$ cat config.mk
export PLATFORM = sky130hd
export DESIGN_NAME = gray_encoder_tx
export DESIGN_NICKNAME = d
export VERILOG_FILES = /design/src/rtl/gray_pkg.sv /design/src/rtl/gray_out_buf.sv /design/src/rtl/gray_encoder_tx.sv
export SDC_FILE = /design/constraint.sdc
export NUM_CORES = 1
export LEC_CHECK = 0
export BUFFER_PORTS_ARGS = -buffer_cell sky130_fd_sc_hd__buf_2
export CAP_MARGIN = 25
export CORE_MARGIN = 4
export CORE_UTILIZATION = 55
export DETAILED_ROUTE_END_ITERATION = 6
export PLACE_DENSITY = 0.81
export RECOVER_POWER = 50
export SLEW_MARGIN = 5
export SYNTH_ARGS = -nofsm -noshare
export SYNTH_HDL_FRONTEND = slang
export SYNTH_HIERARCHICAL = 1
export SYNTH_SLANG_ARGS = --single-unit
$ cat constraint.sdc
create_clock -name clk -period 3.2 [get_ports clk]
set_input_delay 0.64 -clock clk [delete_from_list [all_inputs] [get_ports clk]]
set_output_delay 0.64 -clock clk [all_outputs]
set_load 0.05 [all_outputs]
$ cat src/rtl/gray_pkg.sv
// Shared definitions for the Gray encode/decode paths: occupancy states and
// the binary-to-Gray mapping used by both sides.
package gray_pkg;

  localparam int unsigned GRAY_MAX_WIDTH = 16;

  typedef enum logic [1:0] {
    OCC_EMPTY = 2'd0,
    OCC_ONE   = 2'd1,
    OCC_FULL  = 2'd2
  } occ_e;

  function automatic logic [GRAY_MAX_WIDTH-1:0] bin2gray(input logic [GRAY_MAX_WIDTH-1:0] b);
    return b ^ (b >> 1);
  endfunction

endpackage

$ cat src/rtl/gray_out_buf.sv
// Two-entry valid/ready output buffer. Entry 0 is always the head; the
// occupancy FSM also produces registered valid/full flags.
module gray_out_buf
  import gray_pkg::*;
#(
  parameter int unsigned W = 4
) (
  input  logic         clk,
  input  logic         rst,
  input  logic         i_push,
  input  logic [W-1:0] i_data,
  input  logic         i_ready,
  output logic [W-1:0] o_data,
  output logic         o_valid,
  output logic         o_full
);

  occ_e         r_state;
  logic [W-1:0] r_d0;
  logic [W-1:0] r_d1;
  logic         r_valid;
  logic         r_full;
  logic         w_pop;

  assign w_pop   = r_valid && i_ready;
  assign o_data  = r_d0;
  assign o_valid = r_valid;
  assign o_full  = r_full;

  // A push while FULL cannot occur: the producer side is gated by o_full.
  always_ff @(posedge clk) begin
    if (rst) begin
      r_state <= OCC_EMPTY;
      r_d0    <= '0;
      r_d1    <= '0;
      r_valid <= 1'b0;
      r_full  <= 1'b0;
    end else begin
      case (r_state)
        OCC_EMPTY: begin
          if (i_push) begin
            r_d0    <= i_data;
            r_valid <= 1'b1;
            r_state <= OCC_ONE;
          end
        end
        OCC_ONE: begin
          if (i_push && w_pop) begin
            r_d0 <= i_data;
          end else if (i_push) begin
            r_d1    <= i_data;
            r_full  <= 1'b1;
            r_state <= OCC_FULL;
          end else if (w_pop) begin
            r_valid <= 1'b0;
            r_state <= OCC_EMPTY;
          end
        end
        OCC_FULL: begin
          if (w_pop) begin
            r_d0    <= r_d1;
            r_full  <= 1'b0;
            r_state <= OCC_ONE;
          end
        end
        default: begin
          r_valid <= 1'b0;
          r_full  <= 1'b0;
          r_state <= OCC_EMPTY;
        end
      endcase
    end
  end

endmodule

$ cat src/rtl/gray_encoder_tx.sv
// Binary-to-Gray transmitter: direct input or internal up/down counter source,
// encoded at push time into a 2-entry buffer. Optional GRAY_PARITY_EN adds gray_par_o.
module gray_encoder_tx
  import gray_pkg::*;
#(
  parameter int unsigned WIDTH = 4
) (
  input  logic             clk,
  input  logic             rst,
  input  logic [WIDTH-1:0] bin_i,
  input  logic             bin_valid_i,
  output logic             bin_ready_o,
  input  logic             mode_i,
  input  logic             cnt_en_i,
  input  logic             cnt_up_i,
  output logic [WIDTH-1:0] gray_o,
  output logic             gray_valid_o,
  input  logic             gray_ready_i,
  output logic [WIDTH-1:0] count_o
`ifdef GRAY_PARITY_EN
  ,
  output logic             gray_par_o
`endif
);

`ifdef GRAY_PARITY_EN
  localparam int unsigned BufW = WIDTH + 1;
`else
  localparam int unsigned BufW = WIDTH;
`endif

  logic [WIDTH-1:0] r_count;
  logic [WIDTH-1:0] w_bin;
  logic [WIDTH-1:0] w_gray;
  logic [BufW-1:0]  w_buf_in;
  logic [BufW-1:0]  w_buf_out;
  logic             w_full;
  logic             w_push_dir;
  logic             w_push_cnt;
  logic             w_push;

  // Ready depends only on registered occupancy, never on gray_ready_i.
  assign bin_ready_o = !w_full && !mode_i && !rst;
  assign w_push_dir  = !mode_i && bin_valid_i && bin_ready_o;
  assign w_push_cnt  = mode_i && cnt_en_i && !w_full;
  assign w_push      = w_push_dir || w_push_cnt;

  assign w_bin  = mode_i ? r_count : bin_i;
  assign w_gray = WIDTH'(bin2gray(GRAY_MAX_WIDTH'(w_bin)));

`ifdef GRAY_PARITY_EN
  assign w_buf_in   = {^w_gray, w_gray};
  assign gray_par_o = w_buf_out[WIDTH];
`else
  assign w_buf_in   = w_gray;
`endif
  assign gray_o  = w_buf_out[WIDTH-1:0];
  assign count_o = r_count;

  always_ff @(posedge clk) begin
    if (rst) begin
      r_count <= '0;
    end else if (w_push_cnt) begin
      r_count <= cnt_up_i ? r_count + WIDTH'(1) : r_count - WIDTH'(1);
    end
  end

  gray_out_buf #(
    .W (BufW)
  ) u_buf (
    .clk     (clk),
    .rst     (rst),
    .i_push  (w_push),
    .i_data  (w_buf_in),
    .i_ready (gray_ready_i),
    .o_data  (w_buf_out),
    .o_valid (gray_valid_o),
    .o_full  (w_full)
  );

endmodule
==> results_dict.tcl <==
set metrics [dict create \
    outcome "completed" \
    crit_fanout 8 \
    area_delta_synth_final_pct 13.0 \
    ant_nets 0 \
    grt_usage_pct 16.1 \
    cp-startpoint "mode_i" \
    globalRouteOverflowTotal 0 \
    p_seq_share_pct 43.2 \
    whs_ns 0.490 \
    nets 132 \
    cts_root_buf "clkbuf_4" \
    yosys_warnings 6 \
    finalMaxSlewViolations 0 \
    end_kind "flip-flop" \
    synth_top_area_share_pct 35.5 \
    mostFrequentLayoutCells "16 x dfxtp_1, 11 x buf_2, 10 x nor2_1, 10 x mux2i_1, 9 x clkbuf_1" \
    synth_seq_cells 16 \
    grt_antenna_before_repair 0 \
    p_total_mw 0.547 \
    synth_fp_nets 110 \
    synth.cell_area_um2 902 \
    final_common_cell "dfxtp_1" \
    grt_max_degree 20 \
    avgSynthCellArea_um2 9.40 \
    routedWlPerCell_um 13.0 \
    path_clk_slew_ns 0.09 \
    die-area_mm2 0.00235 \
    syn_inst 96 \
    p_comb_share_pct 31.9 \
    antennaDiodeCount 0 \
    vias_per_cell 5.47 \
    htreeDepth 1 \
    reg2reg_depth 6 \
    drt_first_pass_iters 4 \
    drt-total-wl_mm 1.73 \
    period_minus_slack_ns 2.34 \
    required_ns 3.38 \
    worst_skew_pair.late_latency_ns 0.29 \
    cts_resized 0 \
    peakVddDrop_mv 0.372 \
    cp-start-kind "primary input" \
    hold_buffers 0 \
    setup_ws_ns 0.864 \
    worstSetupPathType "primary input to flip-flop" \
    drt_iter0_drc 14 \
    hpwl_mm 1.32 \
    cts_buffers 3 \
    r2r-end "u_buf/r_d1[3]$_SDFFE_PP0P_" \
    clock_skew_ns 0.00167 \
    num_rows 14 \
    ys_types 34 \
    dpl-instance-area_mm2 0.00100 \
    postCtsSetupBuffers 0 \
    timing.slew.headroom_pct 60.5 \
    synth_area_leaders "dfxtp_1 36%, mux2i_1 11%, a211oi_2 5.5%, xnor2_1 4.9%, nor2_1 3.7%" \
    vias 727 \
    power_leakage_nw 0.462 \
    gp_congestion 0.828 \
    worstMarginPinSlew_ns 0.595 \
    cts_max_path_buffers 2 \
    finalSetupTns_ns 0 \
    reg2reg_from "u_buf/o_full$_SDFFE_PP0P_" \
    grt_pass1_vias 701 \
    p_per_area_mw_per_mm2 536 \
    setup_violations 0 \
    yosys.area.top_type "dfxtp_1" \
    arrival_ns 2.51 \
    p_sw_share_pct 36.4 \
    p_switching_mw 0.199 \
    drc 0 \
    hold_viol_final 0 \
    fmax_mhz 428 \
    drive_above_1_share_pct 19.7 \
    p_int_mw 0.348 \
    initial_core_util_pct 59.2 \
    dieHeight_um 48.5 \
    clockPowerShare_pct 24.8 \
    die_x_um 48.5 \
    io_pins 21 \
    fp.coreArea_mm2 0.00152 \
    ys_seq_area_share_pct 35.5 \
    fin_area_mm2 0.00102 \
    clock-sinks 16 \
    cts_tree "yes" \
    preCtsSetupSlack_ns 0.896 \
    port_buffers 20 \
    grt_pass1_wl_mm 3.06 \
    ff2ff_setup_slack_ns 1.28 \
    hold_path_class "flip-flop to flip-flop" \
    fin_crit_sh_pct 73.0 \
    cap_violations 0 \
    grt_setup_unrepaired "false" \
    critPathCapture "u_buf/r_d1[3]$_SDFFE_PP0P_" \
]
-- per-stage QoR --
| stage | utilization, % | cells |
|---|---|---|
| floorplan | - | 96 |
| global route | 66.9 | 133 |
| detailed placement | 65.8 | 129 |
| CTS | 68.1 | 133 |
| finish | 66.9 | 133 |
| global placement | 65.8 | 129 |
-- critical path, cell delays in order --
cell and delay, ns:
clkbuf_1 0.31, nand2_1 0.10, nor2_1 0.40, a21o_1 0.20
nor2b_1 0.28, nand3_1 0.28, mux2i_1 0.24, nor2_1 0.06
-- state kept, by name, indices dropped and copies added (netlist names) --
| register | cells |
|---|---|
| count_o | 4 |
| u_buf/o_data | 4 |
| u_buf/o_full | 1 |
| u_buf/o_valid | 1 |
| u_buf/r_d1 | 4 |
| u_buf/r_state | 2 |
-- logic make-up after synthesis --
family / count (synthesis) / share of synthesized area, %
compound gates: 20 / 16.5
xor+xnor: 7 / 6.80
mux: 12 / 14.0
simple gates: 34 / 19.6
fa+ha+maj: 3 / 4.99
buf+inv: 4 / 2.63
flops: 16 / 35.5
-- area by class of cell --
type | count | area, um2
Fill cell | 138 | 504
Timing Repair Buffer | 20 | 88.8
Multi-Input combinational cell | 76 | 551
Sequential cell | 16 | 320
Clock buffer | 4 | 36.3
Inverter | 1 | 3.75
Tap cell | 16 | 20.0
-- routing by layer --
| layer | up-vias | GRT usage (%) | routed length (um) |
|---|---|---|---|
| met5 | - | 0 | 0 |
| met4 | 0 | 4.04 | 13 |
| met3 | 3 | 6.75 | 89 |
| met2 | 13 | 25.2 | 827 |
| met1 | 329 | 20.4 | 797 |
| li1 | 382 | - | - |
-- Yosys cell counts (all sizes together) --
cell type and n:
buf 3, nor2 10, nand2 6, xor2 2, fa 1, o31ai 1
mux2 2, o21ai 3, or2 1, dfxtp 16, a21o 1, ha 2
nor3b 1, and2 1, o21bai 1, nor3 5, inv 1, and3 1
nand3b 1, xnor2 5, nor2b 2, nand2b 3, mux2i 10, o21a 1
a211oi 6, or3 1, nand3 2, a21oi 7
-- power groups by stage --
| stage | Sequential [mW] | Combinational, mW | Clock (mW) |
|---|---|---|---|
| 2_1_floorplan | 0.287 | 0.0959 | 0 |
| 3_3_place_gp | 0.240 | 0.176 | 0 |
| 3_5_place_dp | 0.241 | 0.179 | 0 |
| 4_1_cts | 0.236 | 0.180 | 0.143 |
| 5_1_grt | 0.239 | 0.191 | 0.151 |
| 6_report | 0.236 | 0.175 | 0.136 |
-- worst min-delay path by stage --
stage / startpoint / endpoint / slack, ns / cells past startpoint
3_3_place_gp: u_buf/r_d1[1]$_SDFFE_PP0P_ / u_buf/r_d1[1]$_SDFFE_PP0P_ / 0.48 / 2
2_1_floorplan: u_buf/r_d1[0]$_SDFFE_PP0P_ / u_buf/r_d1[0]$_SDFFE_PP0P_ / 0.46 / 2
5_1_grt: u_buf/o_full$_SDFFE_PP0P_ / u_buf/o_full$_SDFFE_PP0P_ / 0.52 / 2
6_report: u_buf/o_full$_SDFFE_PP0P_ / u_buf/o_full$_SDFFE_PP0P_ / 0.49 / 2
3_5_place_dp: u_buf/r_d1[2]$_SDFFE_PP0P_ / u_buf/r_d1[2]$_SDFFE_PP0P_ / 0.48 / 2
4_1_cts: u_buf/r_d1[2]$_SDFFE_PP0P_ / u_buf/r_d1[2]$_SDFFE_PP0P_ / 0.51 / 2
No activity file was read; power rests on OpenSTA's default activity.
